[src/rtl/video_timing_pkg.sv]
// Shared constants and helpers for the raster timing generator.
// Defaults describe standard 640x480 VGA; the helpers turn per-axis
// region sizes into totals and sync-window bounds.
package video_timing_pkg;

  localparam int VGA_CW   = 11;
  localparam int VGA_HACT = 640;
  localparam int VGA_HFP  = 16;
  localparam int VGA_HSW  = 96;
  localparam int VGA_HBP  = 48;
  localparam int VGA_VACT = 480;
  localparam int VGA_VFP  = 10;
  localparam int VGA_VSW  = 2;
  localparam int VGA_VBP  = 33;
  localparam bit VGA_HS_POL = 1'b0;
  localparam bit VGA_VS_POL = 1'b0;
  localparam int VGA_FCW  = 8;

  // Raster position at the default counter width.
  typedef logic [VGA_CW-1:0] pos_t;

  // Total ticks (or lines) in one period of an axis.
  function automatic int span_total(int act, int fp, int sw, int bp);
    return act + fp + sw + bp;
  endfunction

  // First position inside the sync pulse.
  function automatic int sync_first(int act, int fp);
    return act + fp;
  endfunction

  // Last position inside the sync pulse.
  function automatic int sync_last(int act, int fp, int sw);
    return act + fp + sw - 1;
  endfunction

endpackage

[src/rtl/video_timing_gen_wrap_counter.sv]
// Modulo-(MAX+1) counter with synchronous reset, synchronous clear and
// enable. at_max flags the terminal count so a following stage can cascade.
module wrap_counter #(
  parameter int MAX = 1,
  parameter int W   = 1
) (
  input  logic         clk,
  input  logic         reset,
  input  logic         clr,
  input  logic         en,
  output logic [W-1:0] q,
  output logic         at_max
);

  localparam logic [W-1:0] QMAX = W'(MAX);

  assign at_max = (q == QMAX);

  // Count with priority reset > clear > enable; wrap to zero after MAX.
  // NOTE: state registers use non-blocking assignment so every flop samples pre-edge values.
  always_ff @(posedge clk) begin
    if (reset) begin
      q <= '0;
    end else if (clr) begin
      q <= '0;
    end else if (en) begin
      q <= at_max ? '0 : q + W'(1);
    end
  end

endmodule

[src/rtl/video_timing_gen.sv]
// Raster timing generator: horizontal/vertical position counters plus
// decoded sync, blanking, boundary strobes, line compare and a
// completed-frame counter. Only hc, vc and frame_cnt are registered;
// everything else is decoded from them with zero latency.
module video_timing_gen
  import video_timing_pkg::*;
#(
  parameter int CW     = VGA_CW,
  parameter int HACT   = VGA_HACT,
  parameter int HFP    = VGA_HFP,
  parameter int HSW    = VGA_HSW,
  parameter int HBP    = VGA_HBP,
  parameter int VACT   = VGA_VACT,
  parameter int VFP    = VGA_VFP,
  parameter int VSW    = VGA_VSW,
  parameter int VBP    = VGA_VBP,
  parameter bit HS_POL = VGA_HS_POL,
  parameter bit VS_POL = VGA_VS_POL,
  parameter int FCW    = VGA_FCW
) (
  input  logic           clk,
  input  logic           reset,
  input  logic           inc,
  input  logic           sync_clr,
  input  logic [CW-1:0]  line_cmp,
  output logic [CW-1:0]  hcount,
  output logic [CW-1:0]  vcount,
  output logic           hsync,
  output logic           vsync,
  output logic           video_on,
  output logic           line_start,
  output logic           line_end,
  output logic           frame_start,
  output logic           frame_end,
  output logic           line_match,
  output logic [FCW-1:0] frame_cnt
);

  localparam int HTOTAL = span_total(HACT, HFP, HSW, HBP);
  localparam int VTOTAL = span_total(VACT, VFP, VSW, VBP);

  // The counters must be able to represent their terminal values.
  if ((HTOTAL - 1) >= (1 << CW) || (VTOTAL - 1) >= (1 << CW)) begin : g_cw_check
    $error("video_timing_gen: CW=%0d cannot hold HTOTAL-1=%0d / VTOTAL-1=%0d",
           CW, HTOTAL - 1, VTOTAL - 1);
  end

  localparam logic [CW-1:0] HACT_C  = CW'(HACT);
  localparam logic [CW-1:0] VACT_C  = CW'(VACT);
  localparam logic [CW-1:0] HS_LO   = CW'(sync_first(HACT, HFP));
  localparam logic [CW-1:0] HS_HI   = CW'(sync_last(HACT, HFP, HSW));
  localparam logic [CW-1:0] VS_LO   = CW'(sync_first(VACT, VFP));
  localparam logic [CW-1:0] VS_HI   = CW'(sync_last(VACT, VFP, VSW));

  logic [CW-1:0] hc;
  logic [CW-1:0] vc;
  logic          h_at_max;
  logic          v_at_max;

  // Pixel column: advances on every tick.
  wrap_counter #(.MAX(HTOTAL - 1), .W(CW)) u_hcnt (
    .clk    (clk),
    .reset  (reset),
    .clr    (sync_clr),
    .en     (inc),
    .q      (hc),
    .at_max (h_at_max)
  );

  // Line number: advances on the tick that ends a line.
  wrap_counter #(.MAX(VTOTAL - 1), .W(CW)) u_vcnt (
    .clk    (clk),
    .reset  (reset),
    .clr    (sync_clr),
    .en     (inc & h_at_max),
    .q      (vc),
    .at_max (v_at_max)
  );

  // Count completed frames; a raster restart in the same cycle wins and
  // leaves the count alone.
  always_ff @(posedge clk) begin
    if (reset) begin
      frame_cnt <= '0;
    end else if (!sync_clr && inc && frame_end) begin
      frame_cnt <= frame_cnt + FCW'(1);
    end
  end

  assign hcount      = hc;
  assign vcount      = vc;
  assign hsync       = (hc >= HS_LO && hc <= HS_HI) ? HS_POL : ~HS_POL;
  assign vsync       = (vc >= VS_LO && vc <= VS_HI) ? VS_POL : ~VS_POL;
  assign video_on    = (hc < HACT_C) && (vc < VACT_C);
  assign line_start  = (hc == '0);
  assign line_end    = h_at_max;
  assign frame_start = (hc == '0) && (vc == '0);
  assign frame_end   = h_at_max && v_at_max;
  // Values of line_cmp beyond the last line never equal vc, so no match.
  assign line_match  = (vc == line_cmp) && (hc == '0);

endmodule

[config.mk]
export PLATFORM = sky130hd
export DESIGN_NAME = video_timing_gen
export DESIGN_NICKNAME = d
export VERILOG_FILES = /design/src/rtl/video_timing_pkg.sv /design/src/rtl/video_timing_gen_wrap_counter.sv /design/src/rtl/video_timing_gen.sv
export SDC_FILE = /design/constraint.sdc
export NUM_CORES = 1
export LEC_CHECK = 0
export ABC_AREA = 0
export CELL_PAD_IN_SITES_DETAIL_PLACEMENT = 0
export CELL_PAD_IN_SITES_GLOBAL_PLACEMENT = 1
export CORE_MARGIN = 2
export CORE_UTILIZATION = 34
export DETAILED_ROUTE_END_ITERATION = 6
export PLACE_DENSITY_LB_ADDON = 0.1
export RECOVER_POWER = 100
export REMOVE_ABC_BUFFERS = 1
export SLEW_MARGIN = 20
export SYNTH_ARGS = -nofsm -noshare
export SYNTH_HDL_FRONTEND = slang
export SYNTH_HIERARCHICAL = 1
export SYNTH_SLANG_ARGS = --single-unit
export TNS_END_PERCENT = 50
[constraint.sdc]
create_clock -name clk -period 3.45 [get_ports clk]
set_clock_uncertainty 0.15 [all_clocks]
set_input_delay 0.69 -clock clk [delete_from_list [all_inputs] [get_ports clk]]
set_output_delay 0.69 -clock clk [all_outputs]
set_load 0.05 [all_outputs]
# --- After elaboration in Yosys (flattened, before gate mapping) ---
# Cells that the tools add are included.
word_totals:
  elab_cells: 32
  inputBits: 15
  out_inout_bits: 38
  regBits: 30
op_classes:
  n_lt_le_gt_ge: 6
  muxes: 4
  n_reduce_logical: 12
  eq_ne: 3
  add_sub_neg: 3
  bitwise: 1
op_table:
  columns: ["op", "n"]
  rows:
  - ["11-bit by 1-bit adder with 11-bit output, second input constant", 2]
  - ["11-bit by 10-bit equality test with 1-bit output, second input constant", 2]
  - ["11-bit logical NOT", 2]
  - ["11-bit two-way mux", 2]
  - ["11-bit equality test", 1]
  - ["11-bit by 10-bit greater-or-equal comparator with 1-bit output, second input constant", 1]
  - ["11-bit by 9-bit greater-or-equal comparator with 1-bit output, second input constant", 1]
  - ["11-bit by 10-bit <= comparator with 1-bit output, second input constant", 1]
  - ["11-bit by 9-bit <= comparator with 1-bit output, second input constant", 1]
  - ["11-bit by 10-bit less-than comparator with 1-bit output, second input constant", 1]
  - ["11-bit by 9-bit less-than comparator with 1-bit output, second input constant", 1]
  - ["8-bit by 1-bit adder with 8-bit output, second input constant", 1]
  - ["1-bit logical AND", 8]
  - ["1-bit two-way mux", 2]
  - ["2-bit OR reduction", 1]
  - ["1-bit bitwise AND", 1]
  - ["1-bit logical NOT", 1]

# --- Logic depth before layout (Yosys ltp) ---
logic_depth:
  depth_word: 3
  depth_mapped: 9
  depth_no_buf: 8

# --- Hierarchy ---
# Netlist, hierarchy kept.
by_module_without_submodules:
  columns: ["mod", "cells_per_inst", "seq_area_each_um2", "area_per_inst_um2", "n_inst"]
  rows:
  - ["video_timing_gen", 79, 160.2, 633.1, 1]
  - ["wrap_counter (u_hcnt)", 58, 220.2, 560.5, 1]
  - ["wrap_counter (u_vcnt)", 58, 220.2, 523.0, 1]

# --- Worst setup path after synthesis ---
# Ideal clock, no wire load.
synth_timing:
  path_kind: "register to register"
  from: "register u_hcnt.q[5]"
  to: "register u_vcnt.q[10]"
  n_path_buf: 1
  setup_ns: 0.066
  t_required_ns: 3.234
  stages_incl_launch_ff: 9
  setup_slack_ns: -1.202
  synth_period_minus_slack_ns: 4.652
  t_arrival_ns: 4.436
  cell_sequence: "dfxtp_1 > or4_4 > nor4_1 > and2_2 > clkbuf_1 > nand2_1 > or4_1 > xor2_1 > nor2_1"
synth_via:
  elab_chain_len: 2
synth_rtl:
  columns: ["element", "line_no", "rtl"]
  rows:
  - ["start, declared", "video_timing_gen_wrap_counter.sv:11", "output logic [W-1:0] q,"]
  - ["start signal, assigned", "video_timing_gen_wrap_counter.sv:27", "q <= at_max ? '0 : q + W'(1);"]
  - ["11-bit by 10-bit equality test with 1-bit output", "video_timing_gen_wrap_counter.sv:17", "assign at_max = (q == QMAX);"]
  - ["via line_end", "video_timing_gen.sv:32", "output logic line_end,"]
  - ["1-bit bitwise AND", "video_timing_gen.sv:75", ".en (inc & h_at_max),"]
  - ["end signal, assigned", "video_timing_gen_wrap_counter.sv:27", null]
  - ["end, declared", "video_timing_gen_wrap_counter.sv:11", null]
# The timed path passes the listed nets, and every way through them passes these cells.
# A chain may end at the register's enable or synchronous reset.

# --- Worst setup path in the final report ---
layout_timing:
  from: "input port line_cmp[0]"
  to: "output port line_match"
layout_via:
  elab_chain_len: 2
layout_rtl:
  columns: ["element", "line_no", "rtl"]
  rows:
  - ["start, declared", "video_timing_gen.sv:25", "input logic [CW-1:0] line_cmp,"]
  - ["11-bit equality test", "video_timing_gen.sv:100", "assign line_match = (vc == line_cmp) && (hc == '0);"]
  - ["1-bit logical AND", "video_timing_gen.sv:100", null]
  - ["end, declared", "video_timing_gen.sv:35", "output logic line_match,"]
# No other way between the ends.

==> reports/qor.yml <==
synth.distinct_cells: 34
root_buffer: "clkbuf_8"
synth_edf_count: 0
fp.dieH_um: 75.06
cts_tree: "yes"
grt_usage: 0.1686
final_cells: 318
cp-end-kind: "output port"
hold_class: "reg2reg"
synthCells: 195
finalSetupTns_ns: 0
initial_core_util: 0.3587
final_util: 0.4821
grt_pass1_vias: 1511
drc_errors: 0
seq_area_sq_um: 600.6
worst-path-buf-inv: 2
routed_wl_um: 4533
avgViaCountPerCell: 5.057
htree_levels: 2
cts_hold_buf: 0
die_x_um: 75.06
cts_buffer_depth: 2
status: "completed"
portBuffers: 52
antenna_found_initial: 0
max_freq_mhz: 321.3
globalRouteOverflowTotal: 0
tightest_slew_ns: 1.034
cp.arrival_ns: 2.27
cp_slowest_cell: "clkbuf_1"
max-vdd-ir-drop_v: 0.0001684
area_growth_syn_to_layout_pct: 34.40
dp_hpwl_um: 3230
crit_fanout: 1
startpoint_type: "input port"
clk_pin_slew_ns: 0.06
ant_nets: 0
cts_setup_buffers: 0
rsz0062_at_grt: "no"
cts_sinks: 30
drt_iter0_drc: 44
ys_seq_area_frac: 0.3499
crit_required_ns: 2.61
cp_top_family: "buffers and inverters"
power_density_mw_per_mm2: 284.3
ys_warn_count: 6
worst_slack_ns: 0.3373
die-area_sq_mm: 0.005633
dp.cells: 311
clkLatencyLatePin_ns: 0.27
fillers: 482
routedWlPerCell_um: 14.25
rows: 25
grt_pass1_wl_um: 7224
cts_made_buffers: 5
finalSetupViolCount: 0
p_leak_nw: 0.8089
place_ws_ns: 0.5004
core_sq_mm: 0.004786
p_total_mw: 0.6559
syn_avg_cell_area_sq_um: 8.803
grt_start_max_net_pins: 12
crit_type: "in2out"
place_area_sq_mm: 0.002325
syn_area_sq_mm: 0.001717
drt_pass1_iterations: 4
period_needed_ns: 3.113
relSlewSlack: 0.3051
ys.flop_type: "dfxtp_1"
drv_cap: 0
slew_viol_final: 0
ios: 53
cts_resized: 0
crit_chain: "clkdlybuf4s50_1, xor2_1, nor4_1, nand4_1, nor3_1, clkbuf_1"
period_share: 0.9022
synthArstFlopShare: 0
n_antenna_cell: 0
critPathMaxStageDelay_ns: 0.49
num_vias: 1608
ys_seq_elements: 30
final_area_sq_mm: 0.002307
finalHoldViolCount: 0
fin_nets: 270
whs_ns: 0.3573
layout-drive-gt1-share: 0.03984
multi_input_area_sq_um: 998.5
gp_congestion: 0.7416
[synth_stat cells, types with 3 or more instances]
| cell | n | share of area |
|---|---|---|
| dfxtp_1 | 30 | 0.35 |
| nor2_1 | 24 | 0.052 |
| xnor2_1 | 17 | 0.087 |
| nand4_1 | 16 | 0.058 |
| xor2_1 | 14 | 0.071 |
| nand2_1 | 13 | 0.028 |
| nor3_1 | 11 | 0.032 |
| nand3_1 | 8 | 0.023 |
| a211oi_1 | 6 | 0.026 |
| inv_1 | 6 | 0.013 |
| o21ai_0 | 6 | 0.017 |
| or4_1 | 5 | 0.022 |
| ha_1 | 4 | 0.029 |
| nor4_1 | 4 | 0.015 |
| buf_6 | 3 | 0.020 |
| o31ai_1 | 3 | 0.013 |
| or3_1 | 3 | 0.011 |
[tightest hold or removal path, cell delays in order (launching register included)]
cell and delay [ns]:
dfxtp_1 0.34, nand2_1 0.07, a21oi_1 0.05
[path summary, 6_finish.rpt]
| kind | from | to | slack (ns) | cells after the start |
|---|---|---|---|---|
| worst max-delay path | line_cmp[0] | line_match | 0.34 | 6 |
| worst min-delay path | frame_cnt[1]$_SDFFE_PP0P_ | frame_cnt[1]$_SDFFE_PP0P_ | 0.36 | 2 |
| worst max register to register | u_hcnt/q[5]$_SDFFE_PP0P_ | u_vcnt/q[10]$_SDFFE_PP0P_ | 0.55 | 8 |
| worst min register to register | frame_cnt[1]$_SDFFE_PP0P_ | frame_cnt[1]$_SDFFE_PP0P_ | 0.36 | 2 |
[report_power, final]
part	total [mW]	internal, mW	switching [mW]
combinational	0.0495	0.0242	0.0253
sequential	0.349	0.347	0.00150
clock	0.258	0.138	0.119
total	0.656	0.510	0.146
[logic make-up (layout without fill, tap and decap cells)]
group           after synthesis  after routing  share of synthesized area
buf+inv                      11             67                    0.03717
xor+xnor                     31             31                     0.1582
compound gates               18             18                    0.06851
simple gates                 99             99                     0.3455
fa+ha+maj                     4              4                    0.02916
flops                        30             30                     0.3499
mux                           2              2                    0.01166
[routing by layer]
metal | vias up | routed length, um | track usage
li1 | 823 | - | -
met4 | 0 | 39 | 0.05159
met1 | 733 | 2252 | 0.2330
met5 | - | 0 | 0
met2 | 47 | 2011 | 0.2583
met3 | 5 | 230 | 0.04284
[sequential cells by signal (all words and copies together), names as in the netlist]
| name | cells |
|---|---|
| frame_cnt | 8 |
| u_hcnt/q | 11 |
| u_vcnt/q | 11 |
[final cells by class]
| class | instances | share of cell area |
|---|---|---|
| clock buffer | 7 | 0.03308 |
| inverter | 6 | 0.009761 |
| multi-input combinational | 154 | 0.4328 |
| sequential | 30 | 0.2603 |
| tap | 67 | 0.03633 |
| timing repair buffer | 54 | 0.2278 |
[placed cells by master, fill, tap and decap left out]
cell / count
dlygate4sd3_1: 36
dfxtp_1: 30
nor2_1: 24
xnor2_1: 17
nand4_1: 16
xor2_1: 14
nand2_1: 13
clkdlybuf4s50_1: 13
nor3_1: 11
nand3_1: 8
o21ai_0: 6
nor4_1: 6
inv_1: 6
clkbuf_1: 6
or4_1: 6
a211oi_1: 6
clkbuf_8: 5
ha_1: 4
or3_1: 3
o31ai_1: 3
and2_0: 2
and4b_1: 2
a21oi_1: 2
nor4_2: 2
mux2i_1: 2
nand4b_1: 1
buf_12: 1
nand3_2: 1
or2_0: 1
or3_2: 1
a211o_1: 1
and3_1: 1
and4_1: 1
(Power assumes the default switching activity.)
